`src/rtl/exp16.sv`:
```
`default_nettype none
// ============================================================================
// Module   : exp16
// Purpose  : Expander for rectangular X/Y sample streams. The magnitude
//            estimate max(|x|,|y|) + min(|x|,|y|)/2 is built from the high
//            bytes and selects a 4.4 unsigned gain from a 64x8 table that is
//            loaded serially. X and Y are then scaled through a shared
//            8-step shift-add multiplier and saturated back to 16 bits.
// Ports    : clk        system clock, rising edge
//            rstn       asynchronous active-low reset (gain table not reset)
//            dix, diy   signed 16-bit input samples, qualified by iv
//            iv         input valid
//            rdy        high when idle and able to accept iv
//            dox, doy   expanded signed outputs, held until the next ov
//            ov         one-clock output valid pulse
//            ovr        sticky overrun flag (iv seen while rdy=0)
//            cin, cwe   gain table shift-in data / shift enable
// Revision : 1.0 - initial release
// ============================================================================
module exp16 (
    input  logic        clk,
    input  logic        rstn,
    input  logic [15:0] dix,
    input  logic [15:0] diy,
    input  logic        iv,
    output logic        rdy,
    output logic [15:0] dox,
    output logic [15:0] doy,
    output logic        ov,
    output logic        ovr,
    input  logic [7:0]  cin,
    input  logic        cwe
);

    typedef enum logic [2:0] {
        S_IDLE = 3'd0,
        S_MAG  = 3'd1,
        S_LUT  = 3'd2,
        S_MUL  = 3'd3,
        S_OUT  = 3'd4
    } state_t;

    state_t      state;
    state_t      state_nx;

    logic [7:0]  tab [64];

    logic [15:0] dx;
    logic [15:0] dy;
    logic [6:0]  ax;
    logic [6:0]  ay;
    logic [5:0]  idx;
    logic [7:0]  gain;
    logic [2:0]  cnt;
    logic [23:0] accx;
    logic [23:0] accy;

    logic [6:0]  mx;
    logic [6:0]  mn;
    logic [7:0]  mag;
    logic [5:0]  idx_nx;
    logic [23:0] dx_ext;
    logic [23:0] dy_ext;
    logic [23:0] accx_nx;
    logic [23:0] accy_nx;

    // |b| for a signed byte, with -128 clamped to 127 so it fits 7 bits.
    function automatic logic [6:0] abs_sat(input logic [7:0] b);
        logic [7:0] n;
        n = ~b + 8'd1;
        if (!b[7])
            return b[6:0];
        else if (b == 8'h80)
            return 7'h7F;
        else
            return n[6:0];
    endfunction

    // acc >>> 4 is a 20-bit value; it fits 16 bits only when bits 23..19 agree.
    function automatic logic [15:0] sat16(input logic [23:0] acc);
        if ((acc[23:19] == 5'b00000) || (acc[23:19] == 5'b11111))
            return acc[19:4];
        else if (acc[23])
            return 16'h8000;
        else
            return 16'h7FFF;
    endfunction

    assign rdy = (state == S_IDLE);

    // Gain table: a plain shift register, honoured in every state and left
    // untouched by reset so a loaded table survives a reset.
    always_ff @(posedge clk) begin
        if (cwe) begin
            tab[0] <= cin;
            for (int a = 1; a < 64; a++) begin
                tab[a] <= tab[a-1];
            end
        end
    end

    always_comb begin
        mx     = (ax > ay) ? ax : ay;
        mn     = (ax > ay) ? ay : ax;
        mag    = {1'b0, mx} + 8'(mn >> 1);
        idx_nx = (mag > 8'd127) ? 6'd63 : 6'(mag >> 1);
    end

    always_comb begin
        dx_ext  = {{8{dx[15]}}, dx};
        dy_ext  = {{8{dy[15]}}, dy};
        accx_nx = accx + (gain[cnt] ? (dx_ext << cnt) : 24'd0);
        accy_nx = accy + (gain[cnt] ? (dy_ext << cnt) : 24'd0);
    end

    always_ff @(posedge clk or negedge rstn) begin
        if (!rstn)
            state <= S_IDLE;
        else
            state <= state_nx;
    end

    always_comb begin
        state_nx = state;
        case (state)
            S_IDLE:  if (iv) state_nx = S_MAG;
            S_MAG:   state_nx = S_LUT;
            S_LUT:   state_nx = S_MUL;
            S_MUL:   if (cnt == 3'd7) state_nx = S_OUT;
            S_OUT:   state_nx = S_IDLE;
            default: state_nx = S_IDLE;
        endcase
    end

    always_ff @(posedge clk or negedge rstn) begin
        if (!rstn) begin
            dx   <= '0;
            dy   <= '0;
            ax   <= '0;
            ay   <= '0;
            idx  <= '0;
            gain <= '0;
            cnt  <= '0;
            accx <= '0;
            accy <= '0;
            dox  <= '0;
            doy  <= '0;
            ov   <= 1'b0;
            ovr  <= 1'b0;
        end else begin
            ov <= 1'b0;
            if (iv && !rdy)
                ovr <= 1'b1;
            case (state)
                S_IDLE: begin
                    if (iv) begin
                        dx <= dix;
                        dy <= diy;
                        ax <= abs_sat(dix[15:8]);
                        ay <= abs_sat(diy[15:8]);
                    end
                end
                S_MAG: begin
                    idx <= idx_nx;
                end
                S_LUT: begin
                    // Captures the pre-shift entry if cwe is active on this edge.
                    gain <= tab[idx];
                    cnt  <= 3'd0;
                    accx <= '0;
                    accy <= '0;
                end
                S_MUL: begin
                    accx <= accx_nx;
                    accy <= accy_nx;
                    cnt  <= cnt + 3'd1;
                    // Final step: register the saturated result so it is
                    // visible, with ov, throughout the OUT cycle.
                    if (cnt == 3'd7) begin
                        dox <= sat16(accx_nx);
                        doy <= sat16(accy_nx);
                        ov  <= 1'b1;
                    end
                end
                default: ;
            endcase
        end
    end

endmodule
`default_nettype wire

```
`config.mk`:
```
export PLATFORM = sky130hd
export DESIGN_NAME = exp16
export DESIGN_NICKNAME = d
export VERILOG_FILES = /design/src/rtl/exp16.sv
export SDC_FILE = /design/constraint.sdc
export NUM_CORES = 1
export LEC_CHECK = 0
export ABC_AREA = 1
export CAP_MARGIN = 20
export CORE_UTILIZATION = 35
export CTS_BUF_LIST = sky130_fd_sc_hd__clkbuf_8
export DETAILED_ROUTE_END_ITERATION = 12
export GPL_ROUTABILITY_DRIVEN = 0
export PLACE_DENSITY = 0.58
export SKIP_LAST_GASP = 1
export SYNTH_ARGS = -nofsm -noshare
export SYNTH_HDL_FRONTEND = slang
export SYNTH_SLANG_ARGS = --single-unit
```
`constraint.sdc`:
```
create_clock -name clk -period 6.5 [get_ports clk]
set_input_delay 1.3 -clock clk [delete_from_list [all_inputs] [get_ports clk]]
set_output_delay 1.3 -clock clk [all_outputs]
set_load 0.01 [all_outputs]
```
==> results of run 1 <==
## power by group
group	total, uW	switching (uW)	internal (uW)
clock network	3520	1760	1770
registers	5540	408	5130
logic	7020	4640	2380
## worst max-delay path, delay by kind of cell (launching register included)
family | cells | cell delay [ns]
adder cells (fa/ha/maj) | 2 | 0.62
AO/OA/AOI/OAI | 2 | 0.67
buffers and inverters | 5 | 1.00
AND/OR/NAND/NOR | 11 | 1.41
flip-flops | 1 | 0.36
## state kept, by name (all words and copies together), names as in the netlist
register	cells
accx	24
accy	24
ax	7
ay	7
cnt	3
dox	16
doy	16
dx	16
dy	16
gain	8
idx	6
ov	1
ovr	1
state	3
tab	512
## synth_stat cells (3+ instances only)
library cell,number,area [um^2]
nand3_1,63,315
inv_1,253,950
nor2_1,405,1520
buf_1,14,52.6
a21boi_2,10,113
o22ai_1,134,838
o21a_1,4,30.0
nand2_2,17,106
o21ai_0,432,2160
a22o_1,25,219
buf_2,26,130
a21oi_1,52,260
fa_1,3,60.1
o21ai_1,7,35.0
nand4_1,18,113
and2_1,4,25.0
edfxtp_1,512,15400
clkbuf_1,113,424
nand3_2,4,40.0
o21bai_1,20,150
a22oi_1,5,37.5
buf_6,4,45.0
a21oi_2,10,87.6
nand2_4,4,45.0
xnor2_1,16,140
ha_1,62,776
xor2_1,26,228
a32o_1,3,30.0
a31oi_1,4,25.0
dfrtp_1,148,3700
or2_2,42,263
nor2_2,4,25.0
o211ai_1,44,330
a21boi_0,5,37.5
nor3_1,20,100
nand2_1,584,2190
inv_2,5,18.8
clkinv_1,3,11.3
## final cells by class
cell class              count  area [um^2]  share of cell area (%)
flip-flops and latches    660        19100                    54.3
multi-input cells        2044        10500                    29.8
clock buffers             115         1580                    4.50
well taps                1165         1460                    4.15
repair buffers            107         1050                    2.99
inverters                 261          990                    2.82
clock inverters            80          479                    1.36
diodes                      1         2.50                 0.00712
## cells by family (layout without fill, tap and decap cells)
| family | Yosys count | in the layout |
|---|---|---|
| adder cells (fa/ha/maj) | 65 | 65 |
| other | 0 | 1 |
| multiplexers | 2 | 2 |
| AND/OR/NAND/NOR | 1171 | 1171 |
| AO/OA/AOI/OAI | 763 | 763 |
| XOR/XNOR | 43 | 43 |
| buffers and inverters | 421 | 563 |
| flip-flops | 660 | 660 |
## metrics by stage
| step | hold WS, ns | util (%) | cells | cell area, um^2 |
|---|---|---|---|---|
| floorplan | 0.421 | - | 3125 | 31200 |
| global placement | 0.422 | 37.4 | 4236 | 33000 |
| detailed placement | 0.426 | 37.4 | 4236 | 33000 |
| CTS | 0.394 | 39.7 | 4431 | 35100 |
| global route | 0.426 | 39.8 | 4433 | 35100 |
| finish | 0.426 | 39.8 | 4433 | 35100 |
## layer usage
metal / wire length, um / track usage (%) / part of all wire, %
met4: 1650 / 5.31 / 2.2
met5: 0 / 0 / 0
met1: 36000 / 24.2 / 48
met2: 33000 / 24.5 / 44
met3: 3980 / 2.68 / 5.3
## final timing paths
| path | endpoint | slack (ns) | cells past startpoint |
|---|---|---|---|
| worst max-delay path | doy[1]$_DFFE_PN0P_ | 2.23 | 20 |
| worst min-delay path | tab[39][5]$_DFFE_PP_ | 0.43 | 0 |
| worst max register to register | doy[1]$_DFFE_PN0P_ | 2.23 | 20 |
| worst min register to register | tab[39][5]$_DFFE_PP_ | 0.43 | 0 |
| max in group asynchronous | idx[0]$_DFFE_PN0N_ | 4.61 | 2 |
| min in group asynchronous | accy[22]$_DFFE_PN0P_ | 0.45 | 1 |
==> flow_metrics.env, run 1 <==
export IMPL_via_count=22406
export IMPL_p_leak_uw=0.0143
export IMPL_layout_common_cells="nand2_1, edfxtp_1, o21ai_0"
export IMPL_rows=109
export IMPL_synth_fa_ha_area_share_pct=2.68
export IMPL_finalSetupTns_ns=0
export IMPL_worstPathArrival_ns=4.86
export IMPL_r2r_start="cnt[2]$_DFFE_PN0P_"
export IMPL_timing_fmax_mhz=234
export IMPL_io_buffers=78
export IMPL_cts_max_path_buffers=3
export IMPL_drt_pass1_iterations=5
export IMPL_critPathKind="register to register"
export IMPL_ant_nets=0
export IMPL_ys_types=52
export IMPL_pre_cts_ws_ns=1.86
export IMPL_syn_cell_area_mm2=0.0312
export IMPL_grt_max_degree=175
export IMPL_power_density_mw_per_mm2=458
export IMPL_clk_latency_ns=0.75
export IMPL_synth_simple_area_share_pct=15.4
export IMPL_irDropWorstVdd_v=0.000233
export IMPL_yosysWarnings=0
export IMPL_synth_compound_area_share_pct=14.2
export IMPL_die_area_mm2=0.0905
export IMPL_worst_setup_path_start_kind="register"
export IMPL_track_usage_pct=16.4
export IMPL_hp_start="tab[38][5]$_DFFE_PP_"
export IMPL_final_common_cell="nand2_1"
export IMPL_hpwl_mm=44.2
export IMPL_chipWidth_um=301
export IMPL_period_share_pct=65.7
export IMPL_cts_tree="built"
export IMPL_nFillCells=8765
export IMPL_drive_gt1_share_pct=8.45
export IMPL_period_minus_slack_ns=4.27
export IMPL_post_cts_resize_count=0
export IMPL_postCtsSetupBuffers=0
export IMPL_drc=0
export IMPL_synth_top_family_by_area="simple AND/OR/NAND/NOR gates"
export IMPL_rsz0062_at_grt="no"
export IMPL_yosysSeqAreaShare_pct=61.1
export IMPL_synthXorXnorAreaFrac_pct=1.23
export IMPL_die_h_um=301
export IMPL_worst_slew_pin_slew_ns=0.990
export IMPL_critPathLaunch="cnt[2]$_DFFE_PN0P_"
export IMPL_maxCapViolCount=0
export IMPL_finalPower_uw=16100
export IMPL_setup_viol=0
export IMPL_end_kind="register"
export IMPL_syn_area_per_cell_um2=10.0
export IMPL_cp_common_cell="nand2_1"
export IMPL_ys_ff_latch=660
export IMPL_hold_violations=0
export IMPL_io_pins=79
export IMPL_wl_per_cell_um=16.8
export IMPL_crit_slowest_cell="a21oi_4"
export IMPL_critical_path_cell_chain="buf_4, inv_1, buf_16, nand2_4, nor3_1, ha_1, inv_1, fa_1, inv_1, nand3_1, nand2_1, nand2_1, nand2_1, nand2_1, nand4_1, nand2_1, nor2_1, nand2_1, a21oi_4, a21boi_0"
export IMPL_drv_slew=0
export IMPL_min_path_type="register to register"
export IMPL_synthArstFlopShare_pct=22.4
export IMPL_drt_initial_drc_count=1988
export IMPL_cts_inserted_buffers=109
export IMPL_relSlewSlack_pct=34.0
export IMPL_drt_wl_total_mm=74.6
export IMPL_viasPerCell=5.05
export IMPL_synth_nets=3234
export IMPL_clock_sinks=660
export IMPL_antenna_found_initial=1
export IMPL_start_util_pct=35.4
export IMPL_htreeDepth=3
export IMPL_area_delta_synth_final_pct=12.5
export IMPL_grt_pass1_wl_mm=119
export IMPL_layout_setup_ws_ns=2.23
export IMPL_core_mm2=0.0884
export IMPL_outcome="complete, no violations"
export IMPL_critPathMaxStageDelay_ns=0.48
export IMPL_finClkSkew_ns=0.0466
export IMPL_synthFlopType="edfxtp_1"
export IMPL_synthMuxAreaShare_pct=0.0641
export IMPL_overflow=0
export IMPL_synth_edff_count=512
export IMPL_clkSlewWorstSetupHoldPaths_ns=0.06
export IMPL_syn_inst=3125
export IMPL_required_ns=7.09
export IMPL_grt_pass1_vias=21761
export IMPL_crit_path_max_fanout=31
export IMPL_finalNetCount=3292
export IMPL_cts_hold_buf=0
export IMPL_cts_root_buf="clkbuf_8"
Power figures use the tool's default switching activity.
==> run 2: changes to the inputs <==
--- a/config.mk
+++ b/config.mk
@@ -11,7 +11,7 @@
 export CTS_BUF_LIST = sky130_fd_sc_hd__clkbuf_8
 export DETAILED_ROUTE_END_ITERATION = 12
 export GPL_ROUTABILITY_DRIVEN = 0
-export PLACE_DENSITY = 0.58
+export PLACE_DENSITY = 0.6
 export SKIP_LAST_GASP = 1
 export SYNTH_ARGS = -nofsm -noshare
 export SYNTH_HDL_FRONTEND = slang
==> constraint.sdc (replaced) <==
create_clock -name clk -period 3.75 [get_ports clk]
set_input_delay 0.75 -clock clk [delete_from_list [all_inputs] [get_ports clk]]
set_output_delay 0.75 -clock clk [all_outputs]
set_load 0.01 [all_outputs]
==> flow_metrics.env, run 2 (synthesis results as in run 1) <==
export IMPL_outcome="complete, no violations"
export IMPL_drt_pass1_iterations=6
export IMPL_crit_slowest_cell="dfrtp_2"
export IMPL_cts_inserted_buffers=109
export IMPL_finClkSkew_ns=0.0480
export IMPL_wl_met1_mm=36.9
export IMPL_r2r_start="cnt[0]$_DFFE_PN0P_"
export IMPL_drt_wl_total_mm=75.7
export IMPL_antenna_found_initial=1
export IMPL_end_kind="register"
export IMPL_crit_cells=21
export IMPL_overflow=0
export IMPL_met2_wirelength_mm=32.9
export IMPL_via_count=22767
export IMPL_viasPerCell=5.08
export IMPL_irDropWorstVdd_v=0.000426
export IMPL_clock_sinks=660
export IMPL_core_mm2=0.0884
export IMPL_area_delta_synth_final_pct=14.8
export IMPL_worst_setup_path_start_kind="register"
export IMPL_reg2reg_slack_ns=0.24
export IMPL_wl_per_cell_um=16.9
export IMPL_cts_max_path_buffers=3
export IMPL_critPathTopFamily="simple AND/OR/NAND/NOR gates"
export IMPL_finalSetupTns_ns=0
export IMPL_crit_path_max_fanout=20
export IMPL_track_usage_pct=16.5
export IMPL_dr_max_layer_used="met4"
export IMPL_setup_viol=0
export IMPL_worst_path_buf_inv=3
export IMPL_timing_fmax_mhz=285
export IMPL_drv_slew=0
export IMPL_power_density_mw_per_mm2=797
export IMPL_worstPathArrival_ns=4.17
export IMPL_finalNetCount=3338
export IMPL_nFillCells=8614
export IMPL_p_leak_uw=0.0146
export IMPL_htreeDepth=3
export IMPL_hold_violations=0
export IMPL_grt_pass1_vias=21722
export IMPL_maxCapViolCount=0
export IMPL_cp_common_cell="nand2_1"
export IMPL_io_pins=79
export IMPL_drive_gt1_share_pct=10.7
export IMPL_drt_initial_drc_count=1832
export IMPL_cts_root_buf="clkbuf_8"
export IMPL_min_to="tab[39][1]$_DFFE_PP_"
export IMPL_critPathMaxStageDelay_ns=0.46
export IMPL_final_common_cell="nand2_1"
export IMPL_worst_slew_pin_slew_ns=0.978
export IMPL_hp_start="tab[38][1]$_DFFE_PP_"
export IMPL_clkSlewWorstSetupHoldPaths_ns=0.07
export IMPL_period_share_pct=93.6
export IMPL_regMostFlops="tab"
export IMPL_fin_cells=4480
export IMPL_die_h_um=301
export IMPL_io_buffers=78
export IMPL_clk_latency_ns=0.76
export IMPL_layout_common_cells="nand2_1, edfxtp_1, o21ai_0"
export IMPL_period_minus_slack_ns=3.51
export IMPL_chipWidth_um=301
export IMPL_drc=0
export IMPL_dp_cells=4276
export IMPL_hold_depth=0
export IMPL_cts_tree="built"
export IMPL_wl_met3_mm=4.09
export IMPL_grt_max_degree=154
export IMPL_start_util_pct=35.4
export IMPL_relSlewSlack_pct=34.8
export IMPL_critical_path_cell_chain="buf_6, nand2_1, nand2_1, o21ai_1, nor2_1, o21ai_0, inv_1, ha_1, nand2_1, inv_1, a21oi_1, nand2_1, nand2_1, nand3_1, nand2_1, nand2_1, nor2_1, nand3_2, nand2_2, nand2_2, a21oi_2"
export IMPL_largestRegisters="tab: 512 flops, accx: 24 flops, accy: 24 flops"
export IMPL_rsz0062_at_grt="yes"
export IMPL_ant_nets=0
export IMPL_die_area_mm2=0.0905
export IMPL_hpwl_mm=46.1
export IMPL_r2r_end="dox[14]$_DFFE_PN0P_"
export IMPL_required_ns=4.41
export IMPL_ff2ff_path_depth=21
export IMPL_grt_pass1_wl_mm=121
export IMPL_rows=109
export IMPL_largest_reg_flops=512
export IMPL_critPathKind="register to register"
export IMPL_min_path_type="register to register"
[run 2: cell count changes in the layout (fill, tap and decap cells not counted), moves of 5 or more]
cell / before / now
nor3_1: 20 / 15
nand2_2: 17 / 22
clkinv_1: 22 / 17
o21ai_0: 432 / 403
ha_1: 62 / 57
buf_4: 26 / 52
nand2_1: 584 / 579
buf_12: 2 / 17
o21ai_1: 7 / 34
[run 2: worst max-delay path by stage]
stage                       start  slack (ns)             endpoint
5_1_grt        cnt[0]$_DFFE_PN0P_       -0.04   doy[2]$_DFFE_PN0P_
3_5_place_dp   cnt[0]$_DFFE_PN0P_      0.0009   doy[2]$_DFFE_PN0P_
3_3_place_gp   cnt[0]$_DFFE_PN0P_        0.03   doy[4]$_DFFE_PN0P_
4_1_cts        cnt[0]$_DFFE_PN0P_        0.09   doy[2]$_DFFE_PN0P_
6_report       cnt[0]$_DFFE_PN0P_        0.24  dox[14]$_DFFE_PN0P_
2_1_floorplan  cnt[1]$_DFFE_PN0P_        0.47  dox[10]$_DFFE_PN0P_
[run 2: final cells by class]
class	count	area [um^2]	share of cell area, %
Antenna cell	1	2.50	0.00697
Clock buffer	119	1640	4.56
Clock inverter	77	453	1.26
Inverter	261	992	2.77
Multi-Input combinational cell	2047	10700	29.8
Sequential cell	660	19100	53.2
Tap cell	1165	1460	4.06
Timing Repair Buffer	150	1550	4.33
[run 2: metrics by stage]
stage                     total power [uW]  instance area, um^2  util [%]  hold WS, ns  setup WS, ns
after floorplan                      18400                31200         -        0.421         0.470
after global placement               22100                33500      37.9        0.422        0.0296
after detailed placement             22200                33500      37.9        0.427      0.000940
after CTS                            28400                35600      40.3        0.401        0.0888
after global routing                 30700                35900      40.6        0.414       -0.0395
final                                28600                35900      40.6        0.405         0.239
[run 2: repair_timing]
action                                  CTS  global route
endpoints found under the hold margin    53             0
endpoints found under the setup margin    1            32
resized for setup                         2            74
cloned                                    0             3
pin swaps                                 0             9
setup buffers                             0             3
hold buffers                              1             0
[run 2: power by group]
part | internal [uW] | leakage (uW) | total [uW] | switching [uW]
clock network | 3090 | 0.00123 | 6110 | 3020
registers | 8890 | 0.00690 | 9600 | 710
logic | 4580 | 0.00651 | 12900 | 8320
total | 16600 | 0.0146 | 28600 | 12100
[run 2: metal layers]
metal	up-vias	global-route usage (%)
met5	-	0
met2	597	24.4
met3	120	2.71
met1	11033	24.5
li1	11017	-
met4	0	5.58
